## config.mk

```make
export PLATFORM = sky130hd
export DESIGN_NAME = ripple_count_monitor_flat
export DESIGN_NICKNAME = d
export VERILOG_FILES = /design/src/rtl/ripple_count_monitor_if.sv /design/src/rtl/ripple_count_monitor.sv /design/src/flat_wrapper.sv
export SDC_FILE = /design/constraint.sdc
export NUM_CORES = 1
export LEC_CHECK = 0
export ABC_CLOCK_PERIOD_IN_PS = 2100
export BUFFER_PORTS_ARGS = -buffer_cell sky130_fd_sc_hd__buf_2
export CAP_MARGIN = 20
export CORE_MARGIN = 4
export CORE_UTILIZATION = 49
export CTS_CLUSTER_SIZE = 8
export DETAILED_ROUTE_END_ITERATION = 8
export PLACE_DENSITY = 0.76
export SLEW_MARGIN = 0
export SYNTH_ARGS = -nofsm -noshare
export SYNTH_HDL_FRONTEND = slang
export SYNTH_SLANG_ARGS = --single-unit
```

## constraint.sdc

```tcl
create_clock -name clk -period 2.1 [get_ports clk]
set_clock_uncertainty 0.2 [all_clocks]
set_input_delay 0.105 -clock clk [delete_from_list [all_inputs] [get_ports clk]]
set_output_delay 0.105 -clock clk [all_outputs]
set_load 0.03 [all_outputs]
```

## src/rtl/ripple_count_monitor_if.sv

```systemverilog
// Signal bundle between a raw ripple-counter tap and its clk-domain monitor.
// The monitor attaches as slave; whatever drives the counter taps is the master.
interface ripple_count_monitor_if #(
  parameter int STAT_W = 8
);
  logic [3:0]        cnt_in;
  logic              mode_in;
  logic              clr_stats;
  logic [3:0]        count;
  logic              count_valid;
  logic              step_up;
  logic              step_down;
  logic              wrap;
  logic              skip_err;
  logic              dir_err;
  logic [STAT_W-1:0] wrap_cnt;
  logic [STAT_W-1:0] err_cnt;

  modport master (
    output cnt_in, mode_in, clr_stats,
    input  count, count_valid, step_up, step_down, wrap, skip_err, dir_err,
    input  wrap_cnt, err_cnt
  );

  modport slave (
    input  cnt_in, mode_in, clr_stats,
    output count, count_valid, step_up, step_down, wrap, skip_err, dir_err,
    output wrap_cnt, err_cnt
  );
endinterface

```

## src/rtl/ripple_count_monitor.sv

```systemverilog
// Synchronizes and debounces a 4-bit async ripple count, classifies accepted steps, keeps stats.
// A settled input reaches count and pulses 2 + STABLE_CYCLES edges later; no backpressure.
module ripple_count_monitor #(
  parameter int STABLE_CYCLES = 2,
  parameter int STAT_W        = 8
) (
  input  logic                 clk,
  input  logic                 rst,
  ripple_count_monitor_if.slave bus
);

  localparam logic [3:0] STABLE = 4'(STABLE_CYCLES);

  typedef enum logic [1:0] {
    WARM0  = 2'd0,
    WARM1  = 2'd1,
    ACTIVE = 2'd2
  } phase_t;

  phase_t            phase_q;
  phase_t            phase_d;
  logic              filt_en;

  logic [3:0]        cnt_m;
  logic [3:0]        cnt_s;
  logic              mode_m;
  logic              mode_s;

  logic [3:0]        cand_q;
  logic [3:0]        cand_d;
  logic [3:0]        run_q;
  logic [3:0]        run_d;
  logic              accept;

  logic [3:0]        count_q;
  logic [3:0]        count_d;
  logic              valid_q;
  logic              valid_d;
  logic [3:0]        delta;
  logic              up_q;
  logic              up_d;
  logic              down_q;
  logic              down_d;
  logic              wrap_q;
  logic              wrap_d;
  logic              skip_q;
  logic              skip_d;
  logic              dir_q;
  logic              dir_d;

  logic [STAT_W-1:0] wrap_cnt_q;
  logic [STAT_W-1:0] err_cnt_q;

  // Warm-up sequencer: keeps the filter idle until the synchronizer holds real samples.
  always_ff @(posedge clk) begin
    if (rst) begin
      phase_q <= WARM0;
    end else begin
      phase_q <= phase_d;
    end
  end

  always_comb begin
    phase_d = phase_q;
    filt_en = 1'b0;
    case (phase_q)
      WARM0:   phase_d = WARM1;
      WARM1:   phase_d = ACTIVE;
      ACTIVE:  filt_en = 1'b1;
      default: phase_d = WARM0;
    endcase
  end

  always_ff @(posedge clk) begin
    if (rst) begin
      cnt_m  <= 4'd0;
      cnt_s  <= 4'd0;
      mode_m <= 1'b0;
      mode_s <= 1'b0;
    end else begin
      cnt_m  <= bus.cnt_in;
      cnt_s  <= cnt_m;
      mode_m <= bus.mode_in;
      mode_s <= mode_m;
    end
  end

  // A new candidate also counts as an accept edge so STABLE_CYCLES = 1 still tracks changes.
  always_comb begin
    cand_d = 4'd0;
    run_d  = 4'd0;
    accept = 1'b0;
    if (filt_en) begin
      cand_d = cand_q;
      run_d  = run_q;
      if (cnt_s != cand_q) begin
        cand_d = cnt_s;
        run_d  = 4'd1;
      end else if (run_q < STABLE) begin
        run_d = run_q + 4'd1;
      end
      accept = (run_d == STABLE) && ((run_q != STABLE) || (cnt_s != cand_q));
    end
  end

  always_ff @(posedge clk) begin
    if (rst) begin
      cand_q <= 4'd0;
      run_q  <= 4'd0;
    end else begin
      cand_q <= cand_d;
      run_q  <= run_d;
    end
  end

  assign delta = cand_d - count_q;

  always_comb begin
    count_d = count_q;
    valid_d = valid_q;
    up_d    = 1'b0;
    down_d  = 1'b0;
    wrap_d  = 1'b0;
    skip_d  = 1'b0;
    dir_d   = 1'b0;
    if (accept) begin
      if (!valid_q) begin
        count_d = cand_d;
        valid_d = 1'b1;
      end else if (cand_d != count_q) begin
        count_d = cand_d;
        if (delta == 4'd1) begin
          up_d   = 1'b1;
          dir_d  = ~mode_s;
          wrap_d = (count_q == 4'd15);
        end else if (delta == 4'd15) begin
          down_d = 1'b1;
          dir_d  = mode_s;
          wrap_d = (count_q == 4'd0);
        end else begin
          skip_d = 1'b1;
        end
      end
    end
  end

  always_ff @(posedge clk) begin
    if (rst) begin
      count_q <= 4'd0;
      valid_q <= 1'b0;
      up_q    <= 1'b0;
      down_q  <= 1'b0;
      wrap_q  <= 1'b0;
      skip_q  <= 1'b0;
      dir_q   <= 1'b0;
    end else begin
      count_q <= count_d;
      valid_q <= valid_d;
      up_q    <= up_d;
      down_q  <= down_d;
      wrap_q  <= wrap_d;
      skip_q  <= skip_d;
      dir_q   <= dir_d;
    end
  end

  // Counters follow the registered pulses, so a clear in the pulse cycle suppresses that increment.
  always_ff @(posedge clk) begin
    if (rst || bus.clr_stats) begin
      wrap_cnt_q <= '0;
      err_cnt_q  <= '0;
    end else begin
      if (wrap_q && (wrap_cnt_q != '1)) begin
        wrap_cnt_q <= wrap_cnt_q + 1'b1;
      end
      if ((skip_q || dir_q) && (err_cnt_q != '1)) begin
        err_cnt_q <= err_cnt_q + 1'b1;
      end
    end
  end

  assign bus.count       = count_q;
  assign bus.count_valid = valid_q;
  assign bus.step_up     = up_q;
  assign bus.step_down   = down_q;
  assign bus.wrap        = wrap_q;
  assign bus.skip_err    = skip_q;
  assign bus.dir_err     = dir_q;
  assign bus.wrap_cnt    = wrap_cnt_q;
  assign bus.err_cnt     = err_cnt_q;

endmodule

```

## src/flat_wrapper.sv

```systemverilog
// flat-port wrapper written by rule: the top's interface ports become plain ports
module ripple_count_monitor_flat 
#(
  parameter int STABLE_CYCLES = 2,
  parameter int STAT_W        = 8
)
  (clk, rst, bus_cnt_in, bus_mode_in, bus_clr_stats, bus_count, bus_count_valid, bus_step_up, bus_step_down, bus_wrap, bus_skip_err, bus_dir_err, bus_wrap_cnt, bus_err_cnt);
  ripple_count_monitor_if #(.STAT_W(STAT_W)) bus_i ();
  input  logic clk;
  input  logic rst;
  input wire logic [$bits(bus_i.cnt_in)-1:0] bus_cnt_in;
  input wire logic [$bits(bus_i.mode_in)-1:0] bus_mode_in;
  input wire logic [$bits(bus_i.clr_stats)-1:0] bus_clr_stats;
  output wire logic [$bits(bus_i.count)-1:0] bus_count;
  output wire logic [$bits(bus_i.count_valid)-1:0] bus_count_valid;
  output wire logic [$bits(bus_i.step_up)-1:0] bus_step_up;
  output wire logic [$bits(bus_i.step_down)-1:0] bus_step_down;
  output wire logic [$bits(bus_i.wrap)-1:0] bus_wrap;
  output wire logic [$bits(bus_i.skip_err)-1:0] bus_skip_err;
  output wire logic [$bits(bus_i.dir_err)-1:0] bus_dir_err;
  output wire logic [$bits(bus_i.wrap_cnt)-1:0] bus_wrap_cnt;
  output wire logic [$bits(bus_i.err_cnt)-1:0] bus_err_cnt;
  assign bus_i.cnt_in = bus_cnt_in;
  assign bus_i.mode_in = bus_mode_in;
  assign bus_i.clr_stats = bus_clr_stats;
  assign bus_count = bus_i.count;
  assign bus_count_valid = bus_i.count_valid;
  assign bus_step_up = bus_i.step_up;
  assign bus_step_down = bus_i.step_down;
  assign bus_wrap = bus_i.wrap;
  assign bus_skip_err = bus_i.skip_err;
  assign bus_dir_err = bus_i.dir_err;
  assign bus_wrap_cnt = bus_i.wrap_cnt;
  assign bus_err_cnt = bus_i.err_cnt;
  ripple_count_monitor #(.STABLE_CYCLES(STABLE_CYCLES), .STAT_W(STAT_W)) u_core (.clk(clk), .rst(rst), .bus(bus_i));
endmodule
```

# Yosys cells after proc, flatten, opt, wreduce, memory -nomap -nowiden
# Index checks and enable logic that the tools add are counted.
dict set report op_classes {
  addsub 4
  order_cmp 1
  eq_ne 12
  mux 17
  bitwise_logic 5
  reduce_logical 12
}
# operator n
set ops {}
lappend ops {{$mux W4} 7}
lappend ops {{$add A8 B1 Y8 const B} 2}
lappend ops {{$ne A8 B8 Y1 const B} 2}
lappend ops {{$mux W1} 9}
lappend ops {{$eq A4 B4 Y1 const B} 2}
lappend ops {{$ne A4 B4 Y1} 2}
lappend ops {{$pmux W2 S3} 1}
lappend ops {{$not A1 Y1} 5}
lappend ops {{$reduce_or A5 Y1} 1}
lappend ops {{$add A4 B1 Y4 const B} 1}
lappend ops {{$eq A4 B1 Y1 const B} 1}
lappend ops {{$eq A4 B2 Y1 const B} 1}
lappend ops {{$logic_not A4 Y1} 1}
lappend ops {{$lt A4 B2 Y1 const B} 1}
lappend ops {{$ne A4 B2 Y1 const B} 1}
lappend ops {{$reduce_or A4 Y1} 1}
lappend ops {{$sub A4 B4 Y4} 1}
lappend ops {{$logic_and A1 B1 Y1} 3}
lappend ops {{$logic_or A1 B1 Y1} 3}
lappend ops {{$eq A2 B1 Y1 const B} 1}
lappend ops {{$eq A2 B2 Y1 const B} 1}
lappend ops {{$logic_not A2 Y1} 1}
lappend ops {{$ne A2 B2 Y1 const B} 1}
lappend ops {{$reduce_and A2 Y1} 1}
lappend ops {{$reduce_or A2 Y1} 1}
dict set report totals {
  register_bits 46
  in_bits 8
  output_inout_bits 26
  word_cells 67
}

# Logic depth before layout (Yosys ltp)
dict set report depth {
  ltp_word 9
  mapped_depth 10
  ltp_nobuf 10
}

# Worst setup path before layout
# Ideal clock, no wire load.
dict set report synth_timing {
  path_kind {register to register}
  from {register u_core.count_q[0] (netlist: u_core.bus.count[0])}
  to {register u_core.dir_q (netlist: u_core.bus.dir_err)}
  arrival_time_ps 2060
  t_required_ps 1830
  slack_ps -230
  path_stages_with_launch 9
  path_buffers 0
  synth_period_minus_slack_ps 2330
  path_cell_list {dfxtp_1 > ha_1 > inv_1 > fa_1 > xnor2_1 > nor3b_1 > nand2_1 > or2_2 > a21oi_1}
}
dict set report synth_between {
  elab_chain_cells 4
}
# element line
set synth_lines {}
lappend synth_lines {{start: declaration} ripple_count_monitor.sv:35} ;# logic [3:0] count_q;
lappend synth_lines {{start signal: assignment} ripple_count_monitor.sv:157} ;# count_q <= count_d;
lappend synth_lines {{$sub A4 B4 Y4} ripple_count_monitor.sv:116} ;# assign delta = cand_d - count_q;
lappend synth_lines {{$eq A4 B4 Y1} ripple_count_monitor.sv:136} ;# end else if (delta == 4'd15) begin
lappend synth_lines {{$mux W1} ripple_count_monitor.sv:136}
lappend synth_lines {{$mux W1} ripple_count_monitor.sv:132} ;# if (delta == 4'd1) begin
lappend synth_lines {{end signal: assignment} ripple_count_monitor.sv:163} ;# dir_q <= dir_d;
lappend synth_lines {{end: declaration} ripple_count_monitor.sv:48} ;# logic dir_q;
# Several ways; a longest one is shown, not always the timed one.
# A chain may end at the register's enable or synchronous reset.

# Worst setup path after layout
dict set report layout_timing {
  from {register u_core.phase_q[1]}
  to {register u_core.dir_q (netlist: u_core.bus.dir_err)}
}
dict set report layout_between {
  elab_chain_cells 7
}
# element line
set layout_lines {}
lappend layout_lines {{start: declaration} ripple_count_monitor.sv:20} ;# phase_t phase_q;
lappend layout_lines {{start signal: assignment} ripple_count_monitor.sv:59} ;# phase_q <= phase_d;
lappend layout_lines {{$eq A2 B2 Y1 (*)} ripple_count_monitor.sv:66} ;# case (phase_q)
lappend layout_lines {{$mux W1 (*)} ripple_count_monitor.sv:66}
lappend layout_lines {{$mux W4} ripple_count_monitor.sv:93} ;# if (filt_en) begin
lappend layout_lines {{$sub A4 B4 Y4} ripple_count_monitor.sv:116}
lappend layout_lines {{$eq A4 B4 Y1} ripple_count_monitor.sv:136}
lappend layout_lines {{$mux W1} ripple_count_monitor.sv:136}
lappend layout_lines {{$mux W1} ripple_count_monitor.sv:132}
# Mark *: on every way between the ends. The rest lies on a longest branch, timed or not.

==> results.txt <==
----------------------------------------------------
[Setup path]
  Top Family by Delay on Critical Path ... simple AND/OR/NAND/NOR gates
  Register-to-Register Path Depth ... 10
  Crit Path Class ... flop to flop
  Data arrival at the endpoint of the critical path ... 2150 ps
  Delay of the slowest cell on the worst path ... 340 ps
  Source of the worst register-to-register timing path ... u_core.phase_q[1]
  Register-to-register setup slack ... -20 ps
  Maximum fanout along the worst path ... 3
  Reg-to-reg endpoint ... u_core.bus.dir_err
  Number of buffer and inverter instances along the worst setup path ... 1
  Kind of launch point of the worst setup path ... flop
  Required time worst endpoint ... 2130 ps
  Category of the worst setup path capture point ... flop
  Highest-delay cell along the critical path ... sky130_fd_sc_hd__fa_2
  Series of cell instances along the critical path ... nor2b_4, nand2_2, ha_4, inv_2, fa_2, xnor2_2, nor3b_4, nand2_1, or2_4, a21oi_2

[Drt]
  DR WL/cell ... 12.68 um
  Post-route DRC ... 0
  Total wire length ... 3906 um
  Routed vias ... 1,576
  Routed Antenna Nets ... 0
  Iteration-0 DRC Markers ... 64
  Initial DRT Pass Iterations ... 4
  Ratio of routed vias to standard cells ... 5.117

[Synthesis]
  Instance count of the mapped netlist ... 206
  Number of distinct standard cells referenced by the synthesized netlist ... 40
  Average instance area after synthesis ... 9.572 um^2
  Post-synthesis sequential area ratio ... 46.70%
  Synthesized flop and latch total ... 46
  Post-Synthesis Net Count ... 222
  Post-Syn Area ... 0.001972 mm^2
  Number of warnings issued by yosys ... 0

[Timing]
  Fin crit period ... 2119 ps
  Total negative slack ... -18.80 ps
  Max-Slew Margin vs Limit ... 64.24%
  RSZ-0062 raised after global routing ... yes
  Max-slew violations ... 0
  Fin worst setup slack ... -18.80 ps
  Setup violators final ... 1
  Upper clock frequency limit ... 472.0 MHz
  Hold violation count in the final report ... 0
  Worst-Margin Slew ... 536.4 ps
  Share of the clock period used by the worst path after layout ... 100.9%

[Final layout]
  Layout Area Growth over Synthesis ... 30.39%
  Share of post-route cells with drive strength above 1 ... 33.46%
  Layout net count ... 275
  Number of fillers in the final layout ... 283
  Count of antenna diodes in the layout ... 0

[Global routing]
  First-pass GRT wire length ... 6575 um
  Antenna violations before repair ... 0
  Overall routing resource usage ... 15.95%
  Global routing met3 resource utilization ... 5.470%
  Met1 demand-to-capacity share in global routing ... 19.51%
  Layer carrying the most global-route usage ... met2
  Vias in the first global route ... 1,510
  Overflow left after global routing ... 0
  Global-route track usage on met2 ... 25.51%
  Largest net degree at the start of global routing ... 21

[Placement]
  Final Wtd Congestion ... 0.7581
  Count of buffers inserted at the top-level ports ... 33
  Half-perimeter wire length after placement ... 2667 um

[Outcome]
  Failing checks ... negative setup slack
  Outcome ... finished, violations left

[Clock network]
  Number of sinks handled by clock tree synthesis ... 46
  Worst-Skew Late Latency ... 300 ps
  Clock tree from TritonCTS ... yes
  Number of buffers created by CTS ... 5
  Clock H-tree levels ... 2
  Maximum buffer depth of the clock tree ... 2
  Clock-pin slew reported for the worst setup and hold paths after clock tree synthesis ... 80 ps
  Root buffer cell ... sky130_fd_sc_hd__clkbuf_8

[Power and ir drop]
  Proportion of power drawn by combinational gates ... 6.9%
  Share of total power in the clock network ... 35.2%
  Total chip power ... 1.548 mW
  Fraction of power spent switching nets ... 21.90%
  Switching power ... 0.3391 mW
  Peak ir drop on the vdd network ... 0.5209 mV
  Static leakage ... 1.065 nW
  Sequential cell fraction of total power ... 57.9%
  Int Pwr ... 1.209 mW
  Total power density per cell area ... 602.1 mW/mm^2

[Floorplan]
  Area enclosed by the die boundary ... 0.005103 mm^2
  I/O pin cnt ... 34
  Core Rows ... 22
  Starting density of the core ... 52.29%
  Die X ... 71.44 um
  Total core area ... 0.003771 mm^2
  Die Y ... 71.44 um

[Job]
  Max-capacitance violation count ... 0

[Hold path]
  Hold path startpoint ... rst
  Worst hold-check path type ... input port to flop
  Hold EP ... u_core.cnt_s[2]
  Hold Path Depth ... 2

----------------------------------------------------
## worst max-delay path by stage
stage | depth (start not counted) | from | slack [ps] | endpoint
floorplan | 9 | u_core.phase_q[1] | -20 | u_core.bus.dir_err
global placement | 9 | u_core.phase_q[1] | 4 | u_core.bus.wrap
detailed placement | 10 | u_core.phase_q[1] | -70 | u_core.bus.dir_err
CTS | 9 | u_core.phase_q[1] | -30 | u_core.bus.dir_err
global route | 8 | u_core.phase_q[1] | -110 | u_core.bus.step_up
finish | 10 | u_core.phase_q[1] | -20 | u_core.bus.dir_err
## cells in the final DEF (no fill, tap or decap), types with 4 or more instances in the layout
master / n
sky130_fd_sc_hd__nand4_1: 4
sky130_fd_sc_hd__dlygate4sd3_1: 6
sky130_fd_sc_hd__and2_1: 6
sky130_fd_sc_hd__buf_4: 10
sky130_fd_sc_hd__clkbuf_8: 6
sky130_fd_sc_hd__nand3_1: 4
sky130_fd_sc_hd__a21oi_1: 8
sky130_fd_sc_hd__nand2_1: 8
sky130_fd_sc_hd__xor2_1: 9
sky130_fd_sc_hd__inv_1: 5
sky130_fd_sc_hd__nor2_1: 26
sky130_fd_sc_hd__dfxtp_1: 41
sky130_fd_sc_hd__dfxtp_2: 4
sky130_fd_sc_hd__buf_2: 33
sky130_fd_sc_hd__nor3_1: 6
sky130_fd_sc_hd__nor2b_1: 15
sky130_fd_sc_hd__xnor2_1: 7
## layer usage
layer,share of wire [%],vias to the layer above
met5,0,-
met4,1.9,0
met3,5.8,8
li1,-,807
met1,45,723
met2,47,38
## registers in the layout (all words and copies together) (netlist names)
signal	count
u_core.bus.count	4
u_core.phase_q	2
u_core.run_q	4
u_core.bus.skip_err	1
u_core.mode_m	1
u_core.bus.step_down	1
u_core.cnt_m	4
u_core.mode_s	1
u_core.cand_q	4
u_core.bus.step_up	1
u_core.bus.wrap	1
u_core.cnt_s	4
u_core.bus.count_valid	1
u_core.bus.dir_err	1
u_core.bus.wrap_cnt	8
u_core.bus.err_cnt	8
## final cells by class
class,instances,area [um^2],share of cell area (%)
flip-flops and latches,46,929.6,36.16
multi-input cells,148,1146,44.57
clock buffers,7,86.33,3.358
clock inverters,1,5.005,0.1946
inverters,8,32.53,1.265
well taps,48,60.06,2.336
repair buffers,50,311.5,12.12
## cell usage after synthesis (all sizes together)
library cell | instances | area share (%)
o21ai | 3 | 0.76
a21o | 1 | 0.38
nor4 | 4 | 2.0
a21boi | 1 | 0.38
nand4 | 4 | 1.3
clkbuf | 4 | 0.76
a41oi | 1 | 0.44
a31oi | 1 | 0.32
fa | 1 | 1.0
nor3b | 2 | 0.76
nor2b | 17 | 5.4
a21oi | 9 | 2.3
nand2 | 10 | 1.9
mux2i | 2 | 1.0
o2111ai | 1 | 0.44
ha | 7 | 4.4
o31ai | 1 | 0.63
nand3 | 4 | 1.0
xor2 | 10 | 4.4
nand2b | 2 | 0.63
and4 | 2 | 0.89
nor2 | 26 | 4.9
and3 | 1 | 0.32
or2 | 2 | 0.63
nand3b | 2 | 0.76
or3 | 2 | 0.63
or4 | 1 | 0.57
inv | 8 | 1.5
dfxtp | 46 | 47
and2 | 6 | 1.9
nor4b | 1 | 0.44
o211ai | 2 | 1.0
xnor2 | 9 | 4.0
mux2 | 4 | 2.3
nor3 | 9 | 3.0
## through the flow
step           utilization (%)  worst slack, ps  instances  instance area [um^2]  hold slack (ps)
6_report                 68.18           -18.80        308                  2571            5.493
5_1_grt                  68.18           -111.9        308                  2571            25.73
4_1_cts                  65.00           -33.29        306                  2451           0.3613
3_5_place_dp             60.12           -74.61        292                  2267            117.1
3_3_place_gp             60.12            3.919        292                  2267            113.7
2_1_floorplan                -           -15.17        206                  1989            33.18
## power groups by stage
stage / logic (mW) / registers (mW) / clock network, mW
2_1_floorplan: 0.0499 / 0.915 / 0
3_3_place_gp: 0.0779 / 0.914 / 0
3_5_place_dp: 0.0801 / 0.915 / 0
4_1_cts: 0.0922 / 0.896 / 0.564
5_1_grt: 0.117 / 0.898 / 0.603
6_report: 0.106 / 0.896 / 0.546
## cell families after synthesis
group | Yosys count | synth area share, %
buffers and inverters | 12 | 2.284
XOR/XNOR | 19 | 8.439
multiplexers | 6 | 3.299
AO/OA/AOI/OAI | 20 | 6.663
AND/OR/NAND/NOR | 95 | 27.16
adder cells (fa/ha/maj) | 8 | 5.457
flip-flops | 46 | 46.70
## what timing repair did
action,CTS,global route
pin swaps,9,14
endpoints found under the setup margin,6,8
hold endpoints to repair,5,0
resized for setup,11,21
hold buffers,6,0
buffers inserted,0,2
Note: power is estimated with default switching activity, not from simulation.
